--- config.mk ---
export PLATFORM = sky130hd
export DESIGN_NAME = uart_tx_flat
export DESIGN_NICKNAME = d
export VERILOG_FILES = /design/src/rtl/uart_pkg.sv /design/src/rtl/uart_tx_if.sv /design/src/rtl/uart_baud_gen.sv /design/src/rtl/uart_tx.sv /design/src/flat_wrapper.sv
export SDC_FILE = /design/constraint.sdc
export NUM_CORES = 1
export LEC_CHECK = 0
export ABC_AREA = 1
export CAP_MARGIN = 20
export CORE_ASPECT_RATIO = 1.1
export CORE_MARGIN = 3
export CORE_UTILIZATION = 57
export CTS_CLUSTER_SIZE = 40
export DETAILED_ROUTE_END_ITERATION = 6
export PLACE_DENSITY = 0.79
export SLEW_MARGIN = 20
export SYNTH_ARGS = -nofsm -noshare
export SYNTH_HDL_FRONTEND = slang
export SYNTH_HIERARCHICAL = 1
export SYNTH_SLANG_ARGS = --single-unit
--- constraint.sdc ---
create_clock -name clk_i -period 3.61 [get_ports clk_i]
set_input_delay 0.722 -clock clk_i [delete_from_list [all_inputs] [get_ports clk_i]]
set_output_delay 0.722 -clock clk_i [all_outputs]
set_load 0.05 [all_outputs]
--- src/rtl/uart_pkg.sv ---
// Shared types and default sizing for the UART transmitter.
// Optional parity feature is selected with the UART_TX_PARITY_EN macro.
package uart_pkg;

  localparam int unsigned DefWordLength = 8;
  localparam int unsigned DefClkDiv     = 16;

`ifdef UART_TX_PARITY_EN
  typedef enum logic [2:0] {
    S_IDLE,
    S_START,
    S_DATA,
    S_PARITY,
    S_STOP
  } tx_state_e;
`else
  typedef enum logic [2:0] {
    S_IDLE,
    S_START,
    S_DATA,
    S_STOP
  } tx_state_e;
`endif

endpackage

--- src/rtl/uart_tx_if.sv ---
// FIFO-side handshake and serial-line signals of the UART transmitter.
interface uart_tx_if #(
  parameter int unsigned WordLength = uart_pkg::DefWordLength
);
  logic                  empty_i;
  logic [WordLength-1:0] r_data_i;
  logic                  rd_o;
  logic                  tx_o;
  logic                  busy_o;

  modport master (output empty_i, output r_data_i, input rd_o, input tx_o, input busy_o);
  modport slave  (input empty_i, input r_data_i, output rd_o, output tx_o, output busy_o);
endinterface

--- src/rtl/uart_baud_gen.sv ---
// Bit-time down-counter: bit_done_o marks the last clk_i cycle of each bit.
module uart_baud_gen #(
  parameter int unsigned ClkDiv = 16
) (
  input  logic clk_i,
  input  logic rst_ni,
  input  logic restart_i,
  output logic bit_done_o
);
  localparam int unsigned     CntW   = (ClkDiv > 1) ? $clog2(ClkDiv) : 1;
  localparam logic [CntW-1:0] Reload = CntW'(ClkDiv - 1);

  logic [CntW-1:0] cnt_q, cnt_d;

  always_comb begin
    cnt_d = cnt_q;
    if (restart_i || (cnt_q == '0)) begin
      cnt_d = Reload;
    end else begin
      cnt_d = cnt_q - 1'b1;
    end
  end

  always_ff @(posedge clk_i or negedge rst_ni) begin
    if (!rst_ni) begin
      cnt_q <= '0;
    end else begin
      cnt_q <= cnt_d;
    end
  end

  assign bit_done_o = (cnt_q == '0);
endmodule

--- src/rtl/uart_tx.sv ---
// UART transmitter popping words from a first-word-fall-through FIFO.
// Define UART_TX_PARITY_EN to append an even-parity bit after the data bits.
module uart_tx
  import uart_pkg::*;
#(
  parameter int unsigned WordLength = DefWordLength,
  parameter int unsigned ClkDiv     = DefClkDiv
) (
  input  logic     clk_i,
  input  logic     rst_ni,
  uart_tx_if.slave bus
);
  localparam int unsigned     IdxW    = $clog2(WordLength);
  localparam logic [IdxW-1:0] LastIdx = IdxW'(WordLength - 1);

  tx_state_e             state_q, state_d;
  logic [WordLength-1:0] shift_q, shift_d;
  logic [IdxW-1:0]       idx_q, idx_d;
  logic                  tx_q, tx_d;
  logic                  pop;
  logic                  bit_done;
`ifdef UART_TX_PARITY_EN
  logic                  parity_q, parity_d;
`endif

  uart_baud_gen #(.ClkDiv(ClkDiv)) u_baud (
    .clk_i      (clk_i),
    .rst_ni     (rst_ni),
    .restart_i  (pop),
    .bit_done_o (bit_done)
  );

  always_comb begin
    state_d  = state_q;
    shift_d  = shift_q;
    idx_d    = idx_q;
    tx_d     = tx_q;
    pop      = 1'b0;
`ifdef UART_TX_PARITY_EN
    parity_d = parity_q;
`endif
    case (state_q)
      S_IDLE: begin
        tx_d = 1'b1;
        pop  = !bus.empty_i;
      end
      S_START: begin
        if (bit_done) begin
          state_d = S_DATA;
          tx_d    = shift_q[0];
          shift_d = shift_q >> 1;
          idx_d   = '0;
        end
      end
      S_DATA: begin
        if (bit_done) begin
          if (idx_q == LastIdx) begin
`ifdef UART_TX_PARITY_EN
            state_d = S_PARITY;
            tx_d    = parity_q;
`else
            state_d = S_STOP;
            tx_d    = 1'b1;
`endif
          end else begin
            tx_d    = shift_q[0];
            shift_d = shift_q >> 1;
            idx_d   = idx_q + 1'b1;
          end
        end
      end
`ifdef UART_TX_PARITY_EN
      S_PARITY: begin
        if (bit_done) begin
          state_d = S_STOP;
          tx_d    = 1'b1;
        end
      end
`endif
      S_STOP: begin
        // Pending word chains straight into the next start bit.
        if (bit_done) begin
          if (!bus.empty_i) begin
            pop = 1'b1;
          end else begin
            state_d = S_IDLE;
            tx_d    = 1'b1;
          end
        end
      end
      default: state_d = S_IDLE;
    endcase

    if (pop) begin
      state_d  = S_START;
      shift_d  = bus.r_data_i;
      idx_d    = '0;
      tx_d     = 1'b0;
`ifdef UART_TX_PARITY_EN
      parity_d = ^bus.r_data_i;
`endif
    end
  end

  always_ff @(posedge clk_i or negedge rst_ni) begin
    if (!rst_ni) begin
      state_q  <= S_IDLE;
      shift_q  <= '0;
      idx_q    <= '0;
      tx_q     <= 1'b1;
`ifdef UART_TX_PARITY_EN
      parity_q <= 1'b0;
`endif
    end else begin
      state_q  <= state_d;
      shift_q  <= shift_d;
      idx_q    <= idx_d;
      tx_q     <= tx_d;
`ifdef UART_TX_PARITY_EN
      parity_q <= parity_d;
`endif
    end
  end

  // Reset gating keeps the pop strobe low while the FIFO already shows data.
  assign bus.rd_o   = pop & rst_ni;
  assign bus.tx_o   = tx_q;
  assign bus.busy_o = (state_q != S_IDLE);
endmodule

--- src/flat_wrapper.sv ---
// flat-port wrapper written by rule: the top's interface ports become plain ports
module uart_tx_flat import uart_pkg::*;
#(
  parameter int unsigned WordLength = DefWordLength,
  parameter int unsigned ClkDiv     = DefClkDiv
)
  (clk_i, rst_ni, bus_empty_i, bus_r_data_i, bus_rd_o, bus_tx_o, bus_busy_o);
  uart_tx_if #(.WordLength(WordLength)) bus_i ();
  input  logic clk_i;
  input  logic rst_ni;
  input wire logic [$bits(bus_i.empty_i)-1:0] bus_empty_i;
  input wire logic [$bits(bus_i.r_data_i)-1:0] bus_r_data_i;
  output wire logic [$bits(bus_i.rd_o)-1:0] bus_rd_o;
  output wire logic [$bits(bus_i.tx_o)-1:0] bus_tx_o;
  output wire logic [$bits(bus_i.busy_o)-1:0] bus_busy_o;
  assign bus_i.empty_i = bus_empty_i;
  assign bus_i.r_data_i = bus_r_data_i;
  assign bus_rd_o = bus_i.rd_o;
  assign bus_tx_o = bus_i.tx_o;
  assign bus_busy_o = bus_i.busy_o;
  uart_tx #(.WordLength(WordLength), .ClkDiv(ClkDiv)) u_core (.clk_i(clk_i), .rst_ni(rst_ni), .bus(bus_i));
endmodule
# Yosys cells after proc, flatten, opt, wreduce, memory -nomap -nowiden
# Cells that the tools add are included.
classes:
  shift: 0
  n_mux: 28
  n_lt_le_gt_ge: 0
  div: 0
  bitwise: 1
  reduce_logical: 10
  addsub: 2
  eq_ne: 11
  mul: 0
ops:
  columns: ["op", "count"]
  rows:
  - ["8-bit two-way mux", 4]
  - ["3-bit two-way mux", 10]
  - ["8-bit case mux with 2 select lines", 1]
  - ["3-bit by 1-bit != test with 1-bit output (second input constant)", 4]
  - ["3-bit case mux with 4 select lines", 1]
  - ["1-bit two-way mux", 8]
  - ["3-bit by 2-bit equality test with 1-bit output (second input constant)", 2]
  - ["3-bit by 2-bit != test with 1-bit output (second input constant)", 2]
  - ["3-bit case mux with 2 select lines", 1]
  - ["6-bit AND reduction", 1]
  - ["3-bit nonzero test", 2]
  - ["5-bit AND reduction", 1]
  - ["5-bit nonzero test", 1]
  - ["4-bit logical NOT", 1]
  - ["4-bit two-way mux", 1]
  - ["1-bit case mux with 4 select lines", 1]
  - ["4-bit AND reduction", 1]
  - ["4-bit by 1-bit subtractor with 4-bit output (second input constant)", 1]
  - ["3-bit by 1-bit adder with 3-bit output (second input constant)", 1]
  - ["3-bit by 1-bit equality test with 1-bit output (second input constant)", 1]
  - ["3-bit equality test (second input constant)", 1]
  - ["3-bit logical NOT", 1]
  - ["2-bit by 1-bit != test with 1-bit output (second input constant)", 1]
  - ["1-bit case mux with 2 select lines", 1]
  - ["3 further kinds", 3]
word_totals:
  output_inout_bits: 3
  latch_bits: 0
  regBits: 19
  rom_bits: 0
  ram_bits: 0
  n_memories: 0

# Depth between registers and ports, before layout
# Gate-level depths: netlist of the first run.
depth:
  word_depth: 5
  ltp_mapped: 13
  mapped_depth_nobuf: 12

# Modules after synthesis
# The synthesis of the first run kept the hierarchy.
by_module_without_submodules:
  columns: ["module", "seq_area_each_um2", "cells_each", "instances", "area_each_um2"]
  rows:
  - ["uart_tx", 351.6, 112, 1, 862.1]
  - ["uart_baud_gen", 100.1, 23, 1, 186.4]

# Least setup slack after synthesis of the first run
# OpenSTA, ideal clock, no wires.
synth_path:
  kind: "register to output"
  startpoint: "register u_core.u_baud.cnt_q[0]"
  endpoint: "output port bus_rd_o"
  required_time_ps: 2888
  path_slack_ps: 768
  path_stages_with_launch: 11
  n_path_buf: 1
  arrival_time_ps: 2120
  cell_sequence: "dfrtp_1 inv_1 ha_1 inv_1 or2_1 nor2_1 nand2_1 nand2_2 nand2_4 buf_2 nor2_1"
synth_via:
  elab_chain_len: 4
synth_lines:
  columns: ["element", "line_no", "source"]
  rows:
  - ["from (decl)", "uart_baud_gen.sv:13", "logic [CntW-1:0] cnt_q, cnt_d;"]
  - ["from (signal assigned)", "uart_baud_gen.sv:28", "cnt_q <= cnt_d;"]
  - ["4-bit logical NOT", "uart_baud_gen.sv:32", "assign bit_done_o = (cnt_q == '0);"]
  - ["named net u_core.bit_done", "uart_tx.sv:21", "logic bit_done;"]
  - ["1-bit two-way mux", "uart_tx.sv:82", "if (bit_done) begin"]
  - ["1-bit case mux with 2 select lines", "uart_tx.sv:42", "case (state_q)"]
  - ["1-bit bitwise AND", "uart_tx.sv:126", "assign bus.rd_o = pop & rst_ni;"]
  - ["to (decl)", "flat_wrapper.sv:13", "output wire logic [$bits(bus_i.rd_o)-1:0] bus_rd_o;"]
# The timed path passes the listed nets, and every way through them passes these cells.

# Worst setup path in the final report of the first run
# Same ends and word-level chain as after synthesis.

==> impl_metrics.ini, run 1 <==
[clock_tree]
cts_buffer_depth = 2
clk_pin_slew_worst_paths_ps = 100
cts_setup_buffers = 0
htreeDepth = 1
cts_inserted_buffers = 3
root_buffer = clkbuf_4
cts_tree = done
cts_resized = 0
ctsHoldBuffers = 0
cts_sinks = 18
insertion_delay_ps = 290

[yosys]
synth-seq-cells = 18
avgSynthCellArea_sq_um = 7.77
synth_edf_count = 0
synth_commonest_cells = nand2_1, dfrtp_1, nand3_1
postSynthCellCount = 135
syn_area_sq_um = 1050
syn_nets = 154
synth_top_area_share = 0.406
synth_seq_area_share = 0.431
ys_warn_count = 6
yosysMostFrequentCell = nand2_1
synth_top_flop_cell = dfrtp_1
yosys-top-cells-area = dfrtp_1, nand2_1, ha_1
yosysTopAreaCell = dfrtp_1
synth_cell_types = 19
async_reset_ff_frac = 1.00

[final_layout]
area_growth_pct = 15.9
drive_gt1_frac = 0.113
finish.instance_area_sq_um = 1210
antenna-diode-count = 0
fillers = 142
fin_nets = 171

[detailed_routing]
vias = 888
antenna_left = 0
first_iter_violations = 24
drtPass1Iterations = 5
via_per_inst = 5.29
drt_wl_total_um = 1950
wl_per_cell_um = 11.6
drcViolationCount = 0

[timing]
worst_pin_slew_ps = 490
tns_ps = 0
fmax_mhz = 349
layout_min_cycle_time_ps = 2860
hold_violations = 0
finalCritPeriodShare = 0.793
slew_viol_final = 0
max-slew-margin-rel = 0.672
setup_slack_ps = 746
rsz0062_at_grt = no
fin_skew_ps = 1.87
setup_viol = 0

[die]
dieWidth_um = 46.9
rows = 15
start_util = 0.635
core_sq_um = 1650
die_h_um = 51.0
ioPinCount = 14
fp.dieArea_sq_um = 2390

[critical_path]
cp.required_ps = 2890
crit_chain = inv_1 -> ha_1 -> inv_1 -> or2_1 -> nor2_1 -> nand2_1 -> nand2_2 -> nand2_4 -> nor2_1 -> buf_4
worstPathArrival_ps = 2140
worst-path-buf-inv = 3
ff2ff_setup_slack_ps = 1560
critPathMaxFanout = 16
start_kind = flip-flop
crit_path_max_incr_delay_ps = 390
crit_path_top_delay_cell = dfrtp_1
reg2reg_from = u_core/u_baud/cnt_q[0]
path_delay_family = simple AND/OR/NAND/NOR gates
cp-end-kind = output port
path_class = reg -> out
reg2reg_to = u_core/shift_q[2]
reg2reg_depth = 12

[global_routing]
grt_antenna_before_repair = 0
grt_max_degree = 19
grt_first_pass_wirelength_um = 3290
overflow = 0
grtUsageTotal = 0.191
grt_pass1_vias = 797

[power_and_ir_drop]
ir_drop_v = 0.000196
p_comb_frac = 0.050
leakagePower_nw = 0.665
intPower_mw = 0.255
clkPwrFrac = 0.322
pwr-share-seq = 0.628
swShare = 0.206
p_per_area_nw_per_um2 = 264
switching_power_mw = 0.0659

[hold_path]
hold-path-endpoint = u_core/u_baud/cnt_q[0]
hp-class = reg -> reg
holdPathStages = 1
min-delay-start = u_core/u_baud/cnt_q[0]

[placement]
placed_cell_area_sq_um = 1190
place_ws_ps = 1010
portBuffers = 13
dp_hpwl_um = 1440
gp_congestion = 0.872

[outcome]
status = finished, final reports clean

[run]
drv_cap = 0
final cells by class:
class                      instances  area, sq um  share of cell area
sequential                        18          452               0.372
clock buffer                       4         26.3              0.0216
multi-input combinational         99          518               0.426
tap                               17         21.3              0.0175
inverter                          16         62.6              0.0515
timing repair buffer              14          135               0.111
layout by cell type, fill, tap and decap left out, types with 3 or more instances in the layout:
cell,count
inv_1,15
nor2_1,9
ha_1,8
dfrtp_1,17
nand2_1,48
nand2_2,5
clkdlybuf4s50_1,12
clkbuf_4,3
nand3_1,17
power groups by stage:
stage | clock (mW) | combinational (mW) | sequential, mW
floorplan | 0 | 0.000223 | 0.206
global placement | 0 | 0.0162 | 0.205
detailed placement | 0 | 0.0163 | 0.205
CTS | 0.107 | 0.0163 | 0.202
global route | 0.116 | 0.0174 | 0.202
finish | 0.103 | 0.0159 | 0.202
worst register-to-register path: cells and delay by family (launching register included):
family / cells / cell delay (ps)
buf+inv: 3 / 310
fa+ha+maj: 1 / 170
flops: 1 / 390
simple gates: 8 / 1060
metrics by stage:
stage	power, mW	hold WS, ps	util	instances
after floorplan	0.206	409	-	135
after global placement	0.222	421	0.720	164
after detailed placement	0.222	426	0.720	164
after CTS	0.324	441	0.736	168
after global routing	0.335	452	0.736	168
final	0.321	439	0.736	168
flip-flops by register name, indices dropped and copies added (netlist names):
name	count
u_core/shift_q	8
u_core/u_baud/cnt_q	4
u_core/idx_q	3
u_core/state_q	2
u_core/bus.tx_o	1
cell families after synthesis:
kind of cell,Yosys count,share of synthesized area
AO/OA/AOI/OAI,5,0.0274
flip-flops,18,0.431
buffers and inverters,18,0.0752
adder cells (fa/ha/maj),8,0.0955
AND/OR/NAND/NOR,86,0.371
per-layer routing:
metal	track usage	wire length [um]	part of all wire
met4	0.0829	34	0.017
met3	0.0423	73	0.037
met2	0.308	951	0.49
met1	0.237	892	0.46
met5	0	0	0
worst max-delay path by stage:
stage,startpoint,end,depth (start not counted)
floorplan,u_core/u_baud/cnt_q[0],bus_rd_o,10
finish,u_core/u_baud/cnt_q[0],bus_rd_o,10
global placement,bus_empty_i,bus_rd_o,5
CTS,u_core/u_baud/cnt_q[0],bus_rd_o,10
detailed placement,bus_empty_i,bus_rd_o,5
global route,u_core/u_baud/cnt_q[0],bus_rd_o,10
Power figures use the tool's default switching activity.
==> inputs of run 2 (changes only) <==
--- a/config.mk
+++ b/config.mk
@@ -9,10 +9,10 @@
 export CAP_MARGIN = 20
 export CORE_ASPECT_RATIO = 1.1
 export CORE_MARGIN = 3
-export CORE_UTILIZATION = 57
+export CORE_UTILIZATION = 53
 export CTS_CLUSTER_SIZE = 40
 export DETAILED_ROUTE_END_ITERATION = 6
-export PLACE_DENSITY = 0.79
+export PLACE_DENSITY = 0.74
 export SLEW_MARGIN = 20
 export SYNTH_ARGS = -nofsm -noshare
 export SYNTH_HDL_FRONTEND = slang
==> constraint.sdc (replaced) <==
create_clock -name clk_i -period 2.9 [get_ports clk_i]
set_input_delay 0.58 -clock clk_i [delete_from_list [all_inputs] [get_ports clk_i]]
set_output_delay 0.58 -clock clk_i [all_outputs]
set_load 0.05 [all_outputs]
==> run 2 against run 1 <==
Via count is 2.6% lower. Final cell count increased by 6.0%. Utilization down 4.8 points.
==> impl_metrics.ini, run 2 (synthesis gave the netlist of run 1 again) <==
[global_routing]
grtUsageTotal = 0.178
grt_antenna_before_repair = 0
grt_first_pass_wirelength_um = 3480
overflow = 0
grt_max_degree = 19
grt_pass1_vias = 837

[placement]
dp_hpwl_um = 1450
portBuffers = 13
place_ws_ps = 530
gp_congestion = 0.868

[detailed_routing]
vias = 865
drt_wl_total_um = 1910
via_per_inst = 4.86
antenna_left = 0
wl_per_cell_um = 10.7
drcViolationCount = 0
drtPass1Iterations = 4
first_iter_violations = 21

[final_layout]
layout_commonest_cell = nand2_1
area_growth_pct = 19.5
antenna-diode-count = 0
fin_nets = 171
largest_reg_flops = 8
postLayoutCoreUtil = 0.688
most-common-layout-cells = nand2_1, nand3_1, dfrtp_1
drive_gt1_frac = 0.126
fillers = 153
top_register = u_core/shift_q
top_regs = u_core/shift_q (8), u_core/u_baud/cnt_q (4), u_core/idx_q (3)

[timing]
setup_viol = 0
rsz0062_at_grt = no
fmax_mhz = 378
setup_slack_ps = 255
slew_viol_final = 0
finalCritPeriodShare = 0.912
layout_min_cycle_time_ps = 2650
max-slew-margin-rel = 0.671
hold_violations = 0
fin_skew_ps = 8.55
tns_ps = 0
worst_pin_slew_ps = 491

[die]
die_h_um = 52.7
core_sq_um = 1820
ioPinCount = 14
dieWidth_um = 48.4
start_util = 0.576
fp.dieArea_sq_um = 2550
rows = 16

[critical_path]
start_kind = flip-flop
worstPathArrival_ps = 2070
cp-startpoint = u_core/u_baud/cnt_q[0]
path_class = reg -> out
crit_end = bus_rd_o
reg2reg_to = u_core/idx_q[2]
critPathMaxFanout = 16
reg2reg_from = u_core/u_baud/cnt_q[0]
cp-end-kind = output port
ff2ff_setup_slack_ps = 930
cp.required_ps = 2320
reg2reg_depth = 12

[run]
drv_cap = 0

[outcome]
status = finished, final reports clean

[clock_tree]
cts_inserted_buffers = 3
insertion_delay_ps = 290
cts_tree = done
cts_sinks = 18
root_buffer = clkbuf_4
clk_pin_slew_worst_paths_ps = 90
cts_setup_buffers = 0
htreeDepth = 1
cts_buffer_depth = 2
ctsHoldBuffers = 0
cts_resized = 0

[power_and_ir_drop]
leakagePower_nw = 0.674
p_per_area_nw_per_um2 = 338
ir_drop_v = 0.000284

[hold_path]
min-delay-start = u_core/u_baud/cnt_q[0]
hp-class = reg -> reg
run 2: cell counts in the layout (fill, tap and decap cells not counted):
Identical to the previous run, type by type.
run 2: area by class of cell:
type | instances | area [sq um] | area share
Inverter | 16 | 62.6 | 0.0500
Sequential cell | 18 | 452 | 0.361
Timing Repair Buffer | 14 | 148 | 0.118
Multi-Input combinational cell | 99 | 520 | 0.416
Clock buffer | 4 | 36.3 | 0.0290
Tap cell | 27 | 33.8 | 0.0270
run 2: routing by layer:
layer	global-route usage	share of wire	wire length, um	vias to the layer above
met5	0	0	0	-
met4	0.0853	0.0073	14	0
met3	0.0342	0.037	70	2
met2	0.319	0.50	951	13
met1	0.206	0.46	869	400
li1	-	-	-	450
run 2: metrics by stage:
stage | area, sq um | total power, mW | std cells | hold WS [ps]
floorplan | 1050 | 0.256 | 135 | 284
detailed placement | 1210 | 0.276 | 174 | 428
CTS | 1250 | 0.430 | 178 | 443
finish | 1250 | 0.423 | 178 | 447
global route | 1250 | 0.445 | 178 | 452
global placement | 1210 | 0.276 | 174 | 422
run 2: worst min-delay path by stage:
stage	to	slack, ps	cells past startpoint
3_3_place_gp	u_core/u_baud/cnt_q[0]	420	1
3_5_place_dp	u_core/u_baud/cnt_q[0]	430	1
6_report	u_core/u_baud/cnt_q[0]	450	1
4_1_cts	u_core/u_baud/cnt_q[0]	440	1
5_1_grt	u_core/u_baud/cnt_q[0]	450	1
2_1_floorplan	u_core/idx_q[0]	280	0
run 2: critical path: stages (launching register included):
cell	delay, ps
dfrtp_1	390
inv_1	90
ha_1	170
inv_1	50
or2_1	210
nor2_1	220
nand2_1	100
nand2_2	90
nand2_4	130
nor2_2	170
buf_12	150
run 2: power breakdown:
group / leakage, nW / switching, mW / internal [mW]
combinational: 0.435 / 0.00728 / 0.0126
sequential: 0.218 / 0 / 0.251
clock: 0.0210 / 0.0755 / 0.0764
total: 0.674 / 0.0827 / 0.340
==> edit 1 (settings of run 1) <==
Change the package constant `DefWordLength` from 8 to 16.
--- a/src/rtl/uart_pkg.sv
+++ b/src/rtl/uart_pkg.sv
@@ -4,3 +4,3 @@
 
-  localparam int unsigned DefWordLength = 8;
+  localparam int unsigned DefWordLength = 16;
   localparam int unsigned DefClkDiv     = 16;
Ports: changed (resized bus_r_data_i); port bits go from 14 to 22. No check against the original RTL was run, so the function may have changed too.
==> edit 1 against run 1 <==
Wire length grew 52%. Sequential cell count grew 9. Power increased to 4.2 times the old value. Area after synthesis grew 51%. Non-clock buffer count is 8 higher. Setup slack worse by 0.086 ns. Global-route usage down 0.41 points. Design area grew 49%.
==> edit 1: results (changes against run 1) <==
buffers: 22  # +8
nonClkBufAreaFrac: 0.126  # +0.0149
routed_wirelength_mm: 2.96  # +52%
grt_pass1_vias: 1228  # +54%
status: "finished clean"
path_clk_slew_ns: 0.15  # +0.05 ns
syn-num-nets: 227  # +47%
design.seq.count: 27  # +9
place.gp.congestion: 0.772  # -11%
netlist-cell-type-count: 23  # +4
synth_area_leaders: "dfrtp_1, nand2_1, o21ai_2, ha_1, buf_6"
ys_seq_area_frac: 0.428  # -0.00312
p_comb_mw: 0.728  # +4500%
p_clk_mw: 0.128  # +24%
hpwl_mm: 2.21  # +54%
inv_count: 15  # -1
tightest_slew_ns: 0.489  # -0.00126 ns
grt_pass1_wl_mm: 5.06  # +54%
first_pass_iters: 4  # -1
synth_fa_ha_area_frac: 0.0553  # -0.0401
fin_worst_skew_ns: 0.0128  # +0.0109 ns
drive_above_1_share: 0.167  # +0.0548
io_buffers: 21  # +8
drt-met1-wl_mm: 1.32  # +48%
top_regs: "u_core/shift_q x16, u_core/idx_q x4, u_core/u_baud/cnt_q x4"
dr_wl_met3_um: 120  # +64%
insertion_delay_ns: 0.32  # +0.03 ns
grt.met2_usage: 0.357  # +0.0496
yosys.area_share.xor_xnor: 0.00553  # +0.00553
[edit 1: worst paths after layout]
kind | startpoint | cells past startpoint | slack [ns] | end
min in group asynchronous | rst_ni | 2 | 0.79 | u_core/shift_q[1]
min | u_core/u_baud/cnt_q[0] | 1 | 0.44 | u_core/u_baud/cnt_q[0]
min reg2reg | u_core/u_baud/cnt_q[0] | 1 | 0.44 | u_core/u_baud/cnt_q[0]
max | u_core/u_baud/cnt_q[0] | 10 | 0.66 | bus_rd_o
max reg2reg | u_core/u_baud/cnt_q[0] | 12 | 1.46 | u_core/shift_q[1]
max in group asynchronous | rst_ni | 2 | 2.52 | u_core/bus.tx_o
[edit 1: stage by stage]
step           setup slack, ns   util  hold slack, ns  std cells  cell area, um^2
3_5_place_dp             0.960  0.692           0.427        248             1780
3_3_place_gp             0.983  0.692           0.423        248             1780
6_report                 0.660  0.703           0.442        252             1810
2_1_floorplan            0.869      -           0.409        201             1580
4_1_cts                  0.632  0.703           0.448        252             1810
5_1_grt                  0.447  0.703           0.473        252             1810
==> edit 2 (settings of run 1) <==
Made on the original files. Take the reset off `shift_q` and load it in a clocked block of its own.
--- a/src/rtl/uart_tx.sv
+++ b/src/rtl/uart_tx.sv
@@ -107,3 +107,2 @@
       state_q  <= S_IDLE;
-      shift_q  <= '0;
       idx_q    <= '0;
@@ -115,3 +114,2 @@
       state_q  <= state_d;
-      shift_q  <= shift_d;
       idx_q    <= idx_d;
@@ -124,2 +122,6 @@
 
+  always_ff @(posedge clk_i) begin
+    shift_q <= shift_d;
+  end
+
   // Reset gating keeps the pop strobe low while the FIFO already shows data.
Behaviour: same outputs for any inputs over 10 cycles, from zero or initial values and one cycle with rst_ni low; that may be too few to reach the edited logic, so the function may still have changed.
==> edit 2 against run 1 <==
Sequential cell count unchanged. First-iteration DRC count decreased by 29%. Global-route usage increased by 0.093 points. Worst hold slack improved by 0.0036 ns. Register-to-register slack got worse by 0.09 ns. Critical path depth unchanged. Via count decreased by 8.0%. Area after synthesis decreased by 4.7%. Setup slack got worse by 0.39 ns. Wire length decreased by 7.1%. Design area decreased by 3.2%. Sequential share of layout area increased by 4.6 points. Largest cell class is now sequential cells.
Power is not compared: it rests on default switching activity, and its combinational part moved more than twofold at a synthesized area within 25%.
==> edit 2: results (changes against run 1) <==
synth_commonest_cells: "nand2_1, inv_1, dfrtp_1, nand3_1"
setup_tns_ns: 0  # unchanged
fill_cells: 133  # -6.3%
crit_slowest_cell: "clkdlybuf4s50_1"
path_clk_slew_ns: 0.09
routed_wirelength_mm: 1.81  # -7.1%
use_met1: 0.225  # -0.0125
synth-edff-count: 8  # +8
clk_path_buf_depth: 2  # unchanged
fin_cells: 157  # -6.5%
vias: 817  # -8.0%
grt_antenna_before_repair: 0  # unchanged
drive_above_1_share: 0.0786  # -0.0340
ys_seq_area_frac: 0.492  # +0.0611
post-cts-setup-buffers: 0  # unchanged
cts_resized: 0  # unchanged
synth_area_leaders: "edfxtp_1, dfrtp_1, nand2_1, ha_1, inv_1"
place.gp.congestion: 0.861  # -1.3%
top_regs: "u_core/shift_q x8, u_core/u_baud/cnt_q x4, u_core/idx_q x3"
hold_class: "reg -> reg"
grt_max_degree: 22  # +3
track_usage: 0.192  # +0.000932
cp_max_fo: 4  # -12
relSlewSlack: 0.661  # -0.0118
fin_worst_skew_ns: 0.00177  # -0.0000981 ns
max_stage_delay_ns: 0.82  # +0.43 ns
netlist-cell-type-count: 18  # -1
p_leak_nw: 0.604
netlist_instances: 123  # -8.9%
grt_pass1_wl_mm: 3.23  # -1.9%
hpwl_mm: 1.37  # -4.2%
numCtsBuffers: 3  # unchanged
cts_root_buf: "clkbuf_4"
grt_use_met3: 0.0255  # -0.0167
dpl_cell_area_mm2: 0.00115  # -3.3%
place_ws_ns: 0.618  # -0.390 ns
insertion_delay_ns: 0.29  # about the same
htree_levels: 1  # unchanged
first_pass_iters: 4  # -1
status: "finished clean"
cp.arrival_ns: 2.53  # +0.39 ns
syn-num-nets: 142  # -7.8%
place_inst: 153  # -6.7%
drtIter0Drc: 17  # -29%
yosysWarnings: 6  # unchanged
max-vdd-ir-drop_uv: 514
grt_pass1_vias: 814  # +2.1%
grt.met2_usage: 0.321  # +0.0134
crit_family: "buffers and inverters"
io_buffers: 13  # unchanged
final_util: 0.729  # -0.00692
n_antenna_cell: 0  # unchanged
ys.flop_type: "dfrtp_1"
async_reset_ff_frac: 0.556  # -0.444
[edit 2: path summary, 6_finish.rpt]
kind | start | end | slack [ns] | cells after the start
worst max-delay path | u_core/u_baud/cnt_q[0] | bus_rd_o | 0.36 | 10
worst min-delay path | u_core/u_baud/cnt_q[0] | u_core/u_baud/cnt_q[0] | 0.44 | 1
worst max register to register | u_core/u_baud/cnt_q[0] | u_core/shift_q[1] | 1.47 | 10
worst min register to register | u_core/u_baud/cnt_q[0] | u_core/u_baud/cnt_q[0] | 0.44 | 1
max in group asynchronous | rst_ni | u_core/bus.tx_o | 2.63 | 2
min in group asynchronous | rst_ni | u_core/u_baud/cnt_q[2] | 0.76 | 2
[edit 2: layer usage]
| metal | part of all wire | vias to the layer above |
|---|---|---|
| met2 | 0.51 | 15 |
| li1 | - | 412 |
| met3 | 0.037 | 5 |
| met1 | 0.43 | 385 |
| met4 | 0.026 | 0 |
| met5 | 0 | - |
[edit 2: where the power goes]
group	internal (mW)	total, mW	switching, mW	leakage [nW]
Combinational	0.157	0.455	0.298	0.393
Sequential	0.313	0.357	0.0435	0.196
Clock	0.0403	0.0999	0.0596	0.0154
Total	0.510	0.912	0.401	0.604
[edit 2: layout make-up]
type                       count  area share
sequential                    18       0.418
tap                           17      0.0181
multi-input combinational     86       0.364
clock inverter                 1     0.00319
timing repair buffer          15       0.123
clock buffer                   3      0.0191
inverter                      17      0.0543
[edit 2: cells by family (layout without fill, tap and decap cells)]
logic type / Yosys count / count (layout) / synth area share
adders and majority gates: 8 / 8 / 0.100
buffers and inverters: 19 / 36 / 0.0801
DFF: 18 / 18 / 0.492
and+or+nand+nor: 74 / 74 / 0.308
AOI/OAI and AO/OA: 4 / 4 / 0.0200
